==> src/rtl/alu_req_scheduler.sv <==
// Round-robin scheduler sharing one 4-bit ALU between NUM_REQ requesters.
// Optional macro ALU_DIVZERO_ERR_EN adds the rsp_err divide-by-zero flag.

module device (
    input  logic [3:0] in1_i,
    input  logic [3:0] in2_i,
    input  logic [1:0] opcode_i,
    output logic [7:0] out_o
);

    logic [7:0] a8;
    logic [7:0] b8;

    assign a8 = {4'b0000, in1_i};
    assign b8 = {4'b0000, in2_i};

    // Zero-extended arithmetic, result wraps mod 256; x/0 returns all ones
    always_comb begin
        out_o = '0;
        unique case (opcode_i)
            2'b00: out_o = a8 + b8;
            2'b01: out_o = a8 - b8;
            2'b10: out_o = a8 * b8;
            2'b11: begin
                if (in2_i == 4'd0) begin
                    out_o = 8'hFF;
                end else begin
                    out_o = {4'b0000, in1_i / in2_i};
                end
            end
            default: out_o = '0;
        endcase
    end

endmodule

module alu_req_scheduler #(
    parameter int NUM_REQ = 2
) (
    input  logic                 clk,
    input  logic                 rst_n,
    input  logic [NUM_REQ-1:0]   req_valid,
    output logic [NUM_REQ-1:0]   req_ready,
    input  logic [4*NUM_REQ-1:0] req_in1,
    input  logic [4*NUM_REQ-1:0] req_in2,
    input  logic [2*NUM_REQ-1:0] req_opcode,
    output logic                 rsp_valid,
    input  logic                 rsp_ready,
    output logic [7:0]           rsp_data,
    output logic [1:0]           rsp_id
`ifdef ALU_DIVZERO_ERR_EN
    ,
    output logic                 rsp_err
`endif
);

    typedef enum logic [1:0] {
        S_IDLE,
        S_EXEC,
        S_RESP
    } state_e;

    state_e     state_q, state_d;
    logic [1:0] ptr_q, ptr_d;
    logic [3:0] a_q, a_d;
    logic [3:0] b_q, b_d;
    logic [1:0] op_q, op_d;
    logic [1:0] id_q, id_d;
    logic       rsp_valid_q, rsp_valid_d;
    logic [7:0] rsp_data_q, rsp_data_d;
    logic [1:0] rsp_id_q, rsp_id_d;
`ifdef ALU_DIVZERO_ERR_EN
    logic       rsp_err_q, rsp_err_d;
`endif

    logic       hi_found, lo_found, gnt_found;
    logic [1:0] hi_idx, lo_idx, gnt_idx;
    logic [3:0] sel_a, sel_b;
    logic [1:0] sel_op;
    logic [7:0] alu_out;

    device u_device (
        .in1_i    (a_q),
        .in2_i    (b_q),
        .opcode_i (op_q),
        .out_o    (alu_out)
    );

    // Round-robin pick: first valid at/above ptr, else first valid overall
    always_comb begin
        hi_found = 1'b0;
        hi_idx   = '0;
        lo_found = 1'b0;
        lo_idx   = '0;
        for (int i = 0; i < NUM_REQ; i++) begin
            if (req_valid[i] && !lo_found) begin
                lo_found = 1'b1;
                lo_idx   = 2'(i);
            end
            if (req_valid[i] && !hi_found && (i >= int'(ptr_q))) begin
                hi_found = 1'b1;
                hi_idx   = 2'(i);
            end
        end
        gnt_found = hi_found | lo_found;
        gnt_idx   = hi_found ? hi_idx : lo_idx;
    end

    // Mux the granted requester's operand lanes
    always_comb begin
        sel_a  = '0;
        sel_b  = '0;
        sel_op = '0;
        for (int i = 0; i < NUM_REQ; i++) begin
            if (gnt_idx == 2'(i)) begin
                sel_a  = req_in1[4*i +: 4];
                sel_b  = req_in2[4*i +: 4];
                sel_op = req_opcode[2*i +: 2];
            end
        end
    end

    // Next-state and handshake logic for IDLE -> EXEC -> RESP
    always_comb begin
        state_d     = state_q;
        ptr_d       = ptr_q;
        a_d         = a_q;
        b_d         = b_q;
        op_d        = op_q;
        id_d        = id_q;
        rsp_valid_d = rsp_valid_q;
        rsp_data_d  = rsp_data_q;
        rsp_id_d    = rsp_id_q;
`ifdef ALU_DIVZERO_ERR_EN
        rsp_err_d   = rsp_err_q;
`endif
        req_ready   = '0;
        unique case (state_q)
            S_IDLE: begin
                if (gnt_found) begin
                    req_ready = NUM_REQ'(1) << gnt_idx;
                    a_d       = sel_a;
                    b_d       = sel_b;
                    op_d      = sel_op;
                    id_d      = gnt_idx;
                    state_d   = S_EXEC;
                end
            end
            S_EXEC: begin
                rsp_data_d  = alu_out;
                rsp_id_d    = id_q;
                rsp_valid_d = 1'b1;
`ifdef ALU_DIVZERO_ERR_EN
                rsp_err_d   = (op_q == 2'b11) && (b_q == 4'd0);
`endif
                state_d     = S_RESP;
            end
            S_RESP: begin
                if (rsp_ready) begin
                    rsp_valid_d = 1'b0;
                    if (id_q == 2'(NUM_REQ - 1)) begin
                        ptr_d = '0;
                    end else begin
                        ptr_d = id_q + 2'd1;
                    end
                    state_d = S_IDLE;
                end
            end
            default: state_d = S_IDLE;
        endcase
    end

    // State, pointer, latched command and response registers
    always_ff @(posedge clk or negedge rst_n) begin
        if (!rst_n) begin
            state_q     <= S_IDLE;
            ptr_q       <= '0;
            a_q         <= '0;
            b_q         <= '0;
            op_q        <= '0;
            id_q        <= '0;
            rsp_valid_q <= 1'b0;
            rsp_data_q  <= '0;
            rsp_id_q    <= '0;
`ifdef ALU_DIVZERO_ERR_EN
            rsp_err_q   <= 1'b0;
`endif
        end else begin
            state_q     <= state_d;
            ptr_q       <= ptr_d;
            a_q         <= a_d;
            b_q         <= b_d;
            op_q        <= op_d;
            id_q        <= id_d;
            rsp_valid_q <= rsp_valid_d;
            rsp_data_q  <= rsp_data_d;
            rsp_id_q    <= rsp_id_d;
`ifdef ALU_DIVZERO_ERR_EN
            rsp_err_q   <= rsp_err_d;
`endif
        end
    end

    assign rsp_valid = rsp_valid_q;
    assign rsp_data  = rsp_data_q;
    assign rsp_id    = rsp_id_q;
`ifdef ALU_DIVZERO_ERR_EN
    assign rsp_err   = rsp_err_q;
`endif

endmodule
==> config.mk <==
export PLATFORM = sky130hd
export DESIGN_NAME = alu_req_scheduler
export DESIGN_NICKNAME = d
export VERILOG_FILES = /design/src/rtl/alu_req_scheduler.sv
export SDC_FILE = /design/constraint.sdc
export NUM_CORES = 1
export LEC_CHECK = 0
export ABC_CLOCK_PERIOD_IN_PS = 4100
export CORE_ASPECT_RATIO = 0.5
export CORE_UTILIZATION = 49
export DETAILED_ROUTE_END_ITERATION = 8
export PLACE_DENSITY = 0.84
export SYNTH_ARGS = -nofsm -noshare
export SYNTH_HDL_FRONTEND = slang
export SYNTH_HIERARCHICAL = 1
export SYNTH_SLANG_ARGS = --single-unit
==> constraint.sdc <==
create_clock -name clk -period 4.1 [get_ports clk]
set_input_delay 0.82 -clock clk [delete_from_list [all_inputs] [get_ports clk]]
set_output_delay 0.82 -clock clk [all_outputs]
set_load 0.005 [all_outputs]
# After elaboration in Yosys (flattened, before gate mapping)
# Index checks and enable logic that the tools add are counted.
[totals]
inputBits = 25
ff_bits = 27
elab_cells = 65
[classes]
eq_ne = 9
n_bitwise = 1
n_addsub = 3
order_cmp = 2
n_div = 1
n_shift = 1
mul = 1
n_reduce_logical = 15
n_mux = 23
[ops]
columns = ["operator", "count"]
rows = [
  ["one-hot mux 8 bit (4 select lines)", 1],
  ["2-to-1 mux 2 bit", 8],
  ["2-to-1 mux 4 bit", 4],
  ["equality test 2 x 1 -> 1 bit, second input constant", 4],
  ["multiplier 4 x 4 -> 8 bit", 1],
  ["2-to-1 mux 8 bit", 1],
  ["AND reduction 2 bit", 4],
  ["2-to-1 mux 1 bit", 7],
  ["equality test 2 bit, second input constant", 3],
  ["zero test 2 bit", 3],
  ["one-hot mux 2 bit (3 select lines)", 1],
  ["adder 4 x 4 -> 5 bit", 1],
  ["subtractor 4 x 4 -> 5 bit", 1],
  ["divider 4 x 4 -> 4 bit", 1],
  ["greater-or-equal comparator 1 x 2 -> 1 bit, first input constant", 2],
  ["logical AND 1 bit", 4],
  ["zero test 4 bit", 1],
  ["inequality test 2 bit, second input constant", 2],
  ["adder 2 x 1 -> 2 bit, second input constant", 1],
  ["zero test 1 bit", 2],
  ["one-hot mux 1 bit (2 select lines)", 1],
  ["nonzero test 2 bit", 1],
  ["left shift 1 x 2 -> 2 bit, first input constant", 1],
  ["OR 1 bit", 1],
]

# Longest topological paths before layout
# Gate-level depths: netlist (run 1).
[depth]
word_depth = 11
depth_mapped = 19
mapped_depth_nobuf = 19

# By module
# The synthesis (run 1) kept the hierarchy.
[by_module_without_submodules]
columns = ["module", "n_inst", "area_per_inst_um2", "cells_each"]
rows = [
  ["device", 1, 1282.5, 155],
  ["alu_req_scheduler", 1, 1044.8, 87],
]

# Worst setup path before layout (run 1)
# OpenSTA, ideal clock, no wires.
[synth_timing]
path_type = "flip-flop to flip-flop"
start = "register b_q[0]"
end = "register rsp_data_q[0] (netlist: rsp_data[0])"
arrival_ns = 3.776
setup_time_ns = 0.125
stages_incl_launch_ff = 20
required_time_ns = 3.975
path_buffers = 0
slack_ns = 0.199
path_cell_list = "dfrtp_1 > inv_1 > ha_1 > nor4b_2 > a2bb2oi_2 > ha_1 > o21a_1 > o211ai_2 > mux2i_1 > inv_1 > ha_1 > o21a_1 > o21ai_0 > a21oi_1 > mux2i_1 > ha_1 > a21o_1 > a21oi_1 > o21ai_0 > mux2_2"
[synth_between]
elab_chain_cells = 3
[synth_rtl]
columns = ["item", "line", "source"]
rows = [
  ["start, declared", "66", "logic [3:0] b_q, b_d;"],
  ["start signal, assigned", "179", "b_q <= '0;"],
  ["start signal, assigned", "192", "b_q <= b_d;"],
  ["divider 4 x 4 -> 4 bit or zero test 4 bit (tied branches)", "28, 25", ""],
  ["2-to-1 mux 8 bit", "25", "if (in2_i == 4'd0) begin"],
  ["one-hot mux 8 bit (4 select lines) *", "20", "unique case (opcode_i)"],
  ["named net alu_out[0]", "80", "logic [7:0] alu_out;"],
  ["end signal, assigned", "196", "rsp_data_q <= rsp_data_d;"],
  ["end, declared", "70", "logic [7:0] rsp_data_q, rsp_data_d;"],
]
# Mark *: on every way through the listed nets, which the timed path passes. The rest lies on a longest branch.
# A chain may end at the register's enable or synchronous reset.

# Worst setup path after layout (run 1)
# Same ends and word-level chain as after synthesis.

==> summary.md, run 1 <==
| Metric | Value |
|---|---|
| Run status | finished clean |
| Initial drt markers | around 140 |
| Die Y | 50.7 um |
| Number of enable-type register cells in the synthesized netlist | 0 |
| Starting Density | 51.9% |
| Sequential share of the synthesized area | 25.8% |
| Fraction of power consumed by the clock network | 7.3% |
| Post-detailed-route via-to-cell ratio | about 5.7 |
| Die footprint | 5050 um^2 |
| WP buf/inv | 2 |
| Final hold viol count | 0 |
| Detailed placement HPWL | roughly 4500 um |
| Final number of max-transition violations | 0 |
| Grt ovf | 0 |
| Synthesis-to-finish area growth | 25.0% |
| Cell chain of the critical path | inv_2 > ha_4 > nor4b_4 > a2bb2oi_2 > ha_1 > o21a_1 > o211ai_2 > mux2i_1 > inv_1 > ha_4 > o21a_1 > o21ai_2 > a21oi_2 > mux2i_1 > ha_1 > a21o_1 > a21oi_2 > o21ai_1 > mux2_2 |
| Maximum VDD drop | 0.538 mV |
| CTS tree | done |
| RePlAce Congestion | 0.965 |
| Worst setup path category | reg2reg |
| Standard-cell row count | 17 |
| First drt pass iteration count | 4 |
| Number of placed cells counting well taps | 342 |
| Fraction of final layout cells sized beyond drive strength 1 | 17.2% |
| Ant diodes | 0 |
| Non-Filler Instances | 351 |
| Hold-critical path depth | 1 |
| Total of endpoints with negative setup slack in the final report | 0 |
| Number of buffers added by the clock tree synthesis step | 3 |
| Worst Setup End Kind | register |
| Worst Hold Margin | 512 ps |
| Largest net degree at the start of global routing | 25 |
| Clock insertion delay at the later pin of the skew report | 270 ps |
| Total nets after synthesis | 306 |
| CTS sink cnt | 24 |
| Synthesized cell area | 2330 um^2 |
| Number of top-level pins | 38 |
| Fraction of synthesis flops using an asynchronous set or reset pin | 100% |
| Net switching fraction of the power | 46.6% |
| # nets final | 350 |
| Number of vias in the routed layout | 2,015 |
| Critical-path maximum fanout | 4 |
| Internal power | 1.53 mW |
| Avg Synthesized Cell Area | 9.62 um^2 |
| Worst EP required | 4270 ps |
| Synth cell types | 53 |
| Cell class contributing the biggest share of worst-path delay | compound AO/OA/AOI/OAI gates |
| Total leakage power | 1.35 nW |
| Worst stage delay on the critical path | 400 ps |
| Post-route total power | 2.87 mW |
| Die Span X | 99.5 um |
| Number of antenna violations at the first check in global routing | 0 |
| Post-synthesis register bit count | 24 |
| P_sw | 1.34 mW |
| Area taken by multi-input logic gates | roughly 1600 um^2 |
| Type of element launching the critical path | register |
| Hold-fix buffer count after cts | 0 |
| Total stage count of the critical path | 19 |
| Crit path arrival time | 4270 ps |
| Count of antenna-violating nets left after detailed routing | 0 |
| Mapped Cells | 242 |
| Floorplan core area | between 4000 and 5000 um^2 |
| Hold Crit Class | reg2reg |
| Buffer depth of the longest clock path | 2 |
| Logic depth of the worst register-to-register path | 19 |
| Cell with the largest stage delay on the worst path | dfrtp_1 |
| F_max | 244 MHz |
| Final worst-path cycle share | between 90% and 100% |
| Gate power share | 75.0% |
| Max-cap violations | 0 |
| Main flop type after synthesis | dfrtp_1 |
| Total DRC errors in the routed layout | 0 |
| Global-route wire length before repair | 9740 um |
| Synthesis warning total | 6 |
| Count of buffers inserted at the top-level ports | 36 |
| Number of fill cells in the layout | 341 |
| Storage element area | 602 um^2 |
| Drt wl/cell | approximately 17 um |
| Min Tclk post-route | 4100 ps |
| Reg clk slew, reported paths | 90 ps |
| Total global-route track usage | 25.2% |
| Post-Route WL | 6000 um |
| Largest clock skew in the final design | 6.43 ps |
| Sequential group share of total power | between 15 and 20% |
| Slew @ Worst Pin | 1140 ps |
| Power per cell area | 988 nW/um^2 |
| CTS Root Cell | clkbuf_8 |
| Vias in the first global route | 2,056 |
| H-Tree Level Count | 1 |
| Worst relative slew slack | approximately a quarter |
| Setup repair after global routing missed its margin | yes |
## per-layer routing
metal,GRT usage [%],vias to the layer above,wire [um]
li1,-,946,-
met1,32.6,963,2590
met2,44.4,92,2860
met3,4.32,14,448
met4,6.37,0,92
met5,0,-,0
## power groups by stage
stage / Clock, mW / Sequential (mW) / Combinational (mW)
floorplan: 0 / 0.468 / 1.44
global placement: 0 / 0.479 / 1.86
detailed placement: 0 / 0.491 / 1.95
CTS: 0.217 / 0.490 / 1.98
global route: 0.222 / 0.526 / 2.35
finish: 0.211 / 0.507 / 2.16
## path summary, 6_finish.rpt
path | startpoint | to | slack (ps)
max | b_q[0] | rsp_data[0] | 2
min | rsp_data[2] | rsp_data[2] | 510
max reg2reg | b_q[0] | rsp_data[0] | 2
min reg2reg | rsp_data[2] | rsp_data[2] | 510
max in group asynchronous | rst_n | b_q[2] | 2190
min in group asynchronous | rst_n | op_q[1] | 1150
## stage by stage
step	instance area [um^2]	utilization, %	TNS (ps)	worst slack, ps
global placement	2750	61.2	0	226
finish	2910	64.8	0	2.41
detailed placement	2750	61.2	-15.1	-15.1
global route	2910	64.8	-77.3	-77.3
floorplan	2330	-	0	199
CTS	2820	62.9	0	7.98
## cells in the final DEF, fill, tap and decap left out, types with 6 or more instances in the layout
cell type,instances
clkdlybuf4s50_1,36
ha_1,31
dfrtp_1,23
inv_1,22
nand2_1,13
o21ai_0,12
buf_4,12
mux2_2,9
nor2_1,7
a21oi_1,7
a21boi_0,6
a221o_1,6
mux2i_1,6
fa_1,6
## sequential cells by signal, indices dropped and copies added (netlist names)
| name | flops |
|---|---|
| rsp_data | 8 |
| rsp_valid | 1 |
| a_q | 4 |
| op_q | 2 |
| b_q | 4 |
| ptr_q | 1 |
| rsp_id | 1 |
| state_q | 2 |
| id_q | 1 |
## cell usage after synthesis (5+ instances only)
master	number	area, um^2
a21boi_0	6	45.0
a21o_1	5	37.5
a21oi_1	9	45.0
a221o_1	6	60.1
a31oi_1	5	31.3
dfrtp_1	24	601
fa_1	6	120
ha_1	33	413
inv_1	23	86.3
mux2_2	9	101
mux2i_1	6	60.1
nand2_1	13	48.8
nand3_1	5	25.0
nor2_1	7	26.3
o21a_1	5	37.5
o21ai_0	14	70.1
## logic make-up (layout without fill, tap and decap cells)
family          count (synthesis)  in the layout  synth area share [%]
compound gates                 69             69                  21.5
xor+xnor                        5              5                  1.88
fa+ha+maj                      39             39                  22.9
buf+inv                        36             79                  7.58
flops                          24             24                  25.8
mux                            16             16                  7.90
other cells                     1              1                 0.161
simple gates                   52             52                  12.3
## what timing repair did
item / CTS / global route
setup endpoints to repair: 1 / 1
setup buffers: 0 / 5
gates resized for setup: 1 / 11
pin swaps: 0 / 10
## cell type report
| class | instances | area share, % |
|---|---|---|
| clock buffer | 3 | 1.42 |
| timing repair buffer | 48 | 15.5 |
| inverter | 27 | 3.48 |
| multi-input combinational | 182 | 55.1 |
| sequential | 24 | 20.7 |
| tap | 66 | 2.84 |
| clock inverter | 1 | 1.03 |
Power figures use the tool's default switching activity.
==> run 2, diff against run 1 <==
--- a/config.mk
+++ b/config.mk
@@ -5,11 +5,13 @@
 export SDC_FILE = /design/constraint.sdc
 export NUM_CORES = 1
 export LEC_CHECK = 0
+export ABC_AREA = 1
 export ABC_CLOCK_PERIOD_IN_PS = 4100
 export CORE_ASPECT_RATIO = 0.5
-export CORE_UTILIZATION = 49
+export CORE_UTILIZATION = 50
 export DETAILED_ROUTE_END_ITERATION = 8
-export PLACE_DENSITY = 0.84
+export PLACE_DENSITY = 0.85
+export RECOVER_POWER = 25
 export SYNTH_ARGS = -nofsm -noshare
 export SYNTH_HDL_FRONTEND = slang
 export SYNTH_HIERARCHICAL = 1
==> run 2 against run 1 <==
Global-route usage shrank 0.76 points. Via count increased by 20%. Largest power group unchanged. Critical path type unchanged. Die area increased by 5.1%. Largest cell class unchanged.
==> summary.md, run 2 <==
| Metric | Value |
|---|---|
| Worst stage delay on the critical path | 410 ps (about the same) |
| Post-detailed-route via-to-cell ratio | 5.30 (-7.7%) |
| Final worst-path cycle share | 91.9% (-8.0 points) |
| Total of endpoints with negative setup slack in the final report | 0 (unchanged) |
| Ant diodes | 0 (unchanged) |
| P_sw | 1.45 mW (+8.1%) |
| Gate power share | 74.0% (-1.0 points) |
| CTS sink cnt | 24 (unchanged) |
| Floorplan core area | 4590 um^2 (+2.4%) |
| H-Tree Level Count | 1 (unchanged) |
| Critical path launch point | b_q[0] |
| Hold-fix buffer count after cts | 0 (unchanged) |
| Count of antenna-violating nets left after detailed routing | 0 (unchanged) |
| Initial drt markers | 187 (+33%) |
| # nets final | 457 (+31%) |
| Cell type with the largest total area after synthesis | dfrtp_1 |
| RePlAce Congestion | 0.921 (-4.6%) |
| Worst EP required | 4270 ps (about the same) |
| Count of buffers inserted at the top-level ports | 36 (unchanged) |
| Critical-path maximum fanout | 5 (+1) |
| Number of buffers added by the clock tree synthesis step | 3 (unchanged) |
| Source of the worst hold timing path | rsp_data[2] |
| Net switching fraction of the power | 52.6% (+5.9 points) |
| Synthesized cell area | 2500 um^2 (+7.4%) |
| Finished layout cell area | 2990 um^2 (+2.8%) |
| Number of enable-type register cells in the synthesized netlist | 0 (unchanged) |
| Total DRC errors in the routed layout | 0 (unchanged) |
| F_max | 265 MHz (+8.7%) |
| Number of vias in the routed layout | 2,428 (+20%) |
| R2R Path Start | b_q[0] |
| Vias in the first global route | 2,301 (+12%) |
| FF-to-FF setup slack | 330 ps (+330 ps) |
| Power per cell area | 922 nW/um^2 (-6.7%) |
| Post-synthesis register bit count | 24 (unchanged) |
| Sequential group share of total power | 18.2% (+0.6 points) |
| Clock insertion delay at the later pin of the skew report | 280 ps (about the same) |
| CTS Root Cell | clkbuf_8 |
| Fraction of final layout cells sized beyond drive strength 1 | 9.18% (-8.0 points) |
| Largest net degree at the start of global routing | 25 (unchanged) |
| Die Span X | 102 um (+2.5%) |
| Cell with the largest stage delay on the worst path | dfrtp_2 |
| Internal power | 1.31 mW (-15%) |
| Non-Filler Instances | 458 (+30%) |
| Crit path arrival time | 3940 ps (-330 ps) |
| Total global-route track usage | 24.5% (-0.76 points) |
| CTS tree | done |
| Sum of negative setup slack | 0 ps (unchanged) |
| Starting Density | 54.4% (+2.5 points) |
| Die footprint | 5300 um^2 (+5.1%) |
| R2r endpoint | rsp_data[0] |
| Synthesis-to-finish area growth | 19.7% |
| Cell types occupying the most area after synthesis | dfrtp_1, ha_1, nand2_1 |
| Mapped Cells | 354 (+46%) |
| Hold Crit Class | reg2reg |
| Total nets after synthesis | 418 (+37%) |
| Reg clk slew, reported paths | 90 ps (about the same) |
| Main flop type after synthesis | dfrtp_1 |
| Top library cells by usage in the layout, fill and taps aside | nand2_1, inv_1, nand3_1 |
| Total leakage power | 1.65 nW (+22%) |
| Drt wl/cell | 13.2 um (-23%) |
| Endpoint of the worst hold-timing path | rsp_data[2] |
| Sequential share of the synthesized area | 24.0% (-1.8 points) |
| Number of fill cells in the layout | 393 (+15%) |
| Number of top-level pins | 38 (unchanged) |
| Crit-path most repeated cell | nand2_1 |
| Min Tclk post-route | 3770 ps (-330 ps) |
| Run status | finished clean |
| Placed cell areas | 2900 um^2 (+5.5%) |
| Top cell types by occurrence after synthesis | nand2_1, inv_1, nand3_1 |
| Worst Hold Margin | 475 ps (-37.4 ps) |
| Hold-critical path depth | 2 (+1) |
| Util after Layout | 65.1% (+0.30 points) |
| Buffer depth of the longest clock path | 2 (unchanged) |
| Global-route wire length before repair | 10,000 um (+2.7%) |
| Number of antenna violations at the first check in global routing | 0 (unchanged) |
| Die Y | 52.0 um (+2.5%) |
| Most common cell after layout, fill and taps aside | nand2_1 |
| Synth cell types | 36 (-32%) |
| Largest clock skew in the final design | 2.49 ps (-3.94 ps) |
| Final hold viol count | 0 (unchanged) |
| Fraction of synthesis flops using an asynchronous set or reset pin | 100% (unchanged) |
| Standard-cell row count | 17 (unchanged) |
| Worst relative slew slack | 25.6% (+1.6 points) |
| Detailed placement HPWL | 4720 um (+5.7%) |
| Post-route total power | 2.76 mW (-4.0%) |
| First drt pass iteration count | 4 (unchanged) |
| Area share of the largest cell type after synthesis | 24.0% (-1.8 points) |
| Fraction of power consumed by the clock network | 7.8% (+0.5 points) |
| Worst slack at placement | 188 ps (+203 ps) |
| Final setup margin | 332 ps (+330 ps) |
| Maximum VDD drop | 0.347 mV (-36%) |
| Final number of max-transition violations | 0 (unchanged) |
| Worst Setup End Kind | register |
| Type of element launching the critical path | register |
| Flip-flop count of the largest register after layout | 8 (unchanged) |
| Avg Synthesized Cell Area | 7.06 um^2 (-27%) |
| Logic depth of the worst register-to-register path | 29 (+10) |
| Setup repair after global routing missed its margin | no |
| Most common cell in the netlist | nand2_1 |
| Max-cap violations | 0 (unchanged) |
| Post-Route WL | 6030 um (+0.57%) |
| Slew @ Worst Pin | 1110 ps (-24.6 ps) |
| Synthesis warning total | 6 (unchanged) |
| Number of placed cells counting well taps | 450 (+32%) |
| Grt ovf | 0 (unchanged) |
| Worst setup path category | reg2reg |
run 2: power by group through the flow:
| stage | clock, mW | combinational, mW | sequential, mW |
|---|---|---|---|
| 2_1_floorplan | 0 | 1.51 | 0.469 |
| 3_3_place_gp | 0 | 1.88 | 0.501 |
| 3_5_place_dp | 0 | 1.94 | 0.509 |
| 4_1_cts | 0.215 | 1.98 | 0.506 |
| 5_1_grt | 0.223 | 2.31 | 0.520 |
| 6_report | 0.215 | 2.04 | 0.503 |
run 2: how the worst max path moves through the flow:
stage	endpoint	slack [ps]	cells past startpoint
3_5_place_dp	rsp_data[0]	190	29
5_1_grt	rsp_data[0]	7	29
4_1_cts	rsp_data[0]	70	29
6_report	rsp_data[0]	330	29
3_3_place_gp	rsp_data[0]	410	29
2_1_floorplan	rsp_data[0]	580	29
run 2: final cells by class:
cell class,instances,area (um^2),share of cell area [%]
Sequential cell,24,603,20.2
Timing Repair Buffer,43,413,13.8
Multi-Input combinational cell,262,1600,53.5
Clock buffer,3,41.3,1.38
Tap cell,66,82.6,2.76
Clock inverter,1,30.0,1.00
Inverter,59,223,7.44
run 2: cell families after synthesis:
group	Yosys count	share of synthesized area, %
AOI/OAI and AO/OA	24	5.76
buffers and inverters	68	11.5
adders and majority gates	39	21.3
and+or+nand+nor	196	36.5
DFF	24	24.0
xor gates and xnor gates	2	0.701
other	1	0.150
run 2: routing by layer:
layer | GRT usage, % | wire, um | share of wire, % | vias to the layer above
met4 | 4.29 | 49 | 0.81 | 0
met3 | 2.69 | 363 | 6.0 | 6
li1 | - | - | - | 1204
met2 | 43.2 | 2800 | 46 | 82
met5 | 0 | 0 | 0 | -
met1 | 33.1 | 2820 | 47 | 1136
run 2: worst max-delay path, delay by kind of cell (launching register included):
| family | cells | cell delay, ps |
|---|---|---|
| buffers and inverters | 6 | 420 |
| and+or+nand+nor | 17 | 1430 |
| DFF | 1 | 410 |
| adders and majority gates | 4 | 1200 |
| AOI/OAI and AO/OA | 2 | 210 |
run 2: timing repair:
| item | 4_1_cts | 5_1_grt |
|---|---|---|
| buffers inserted | 0 | 4 |
| endpoints found under the setup margin | 0 | 1 |
| gates resized for setup | 0 | 5 |
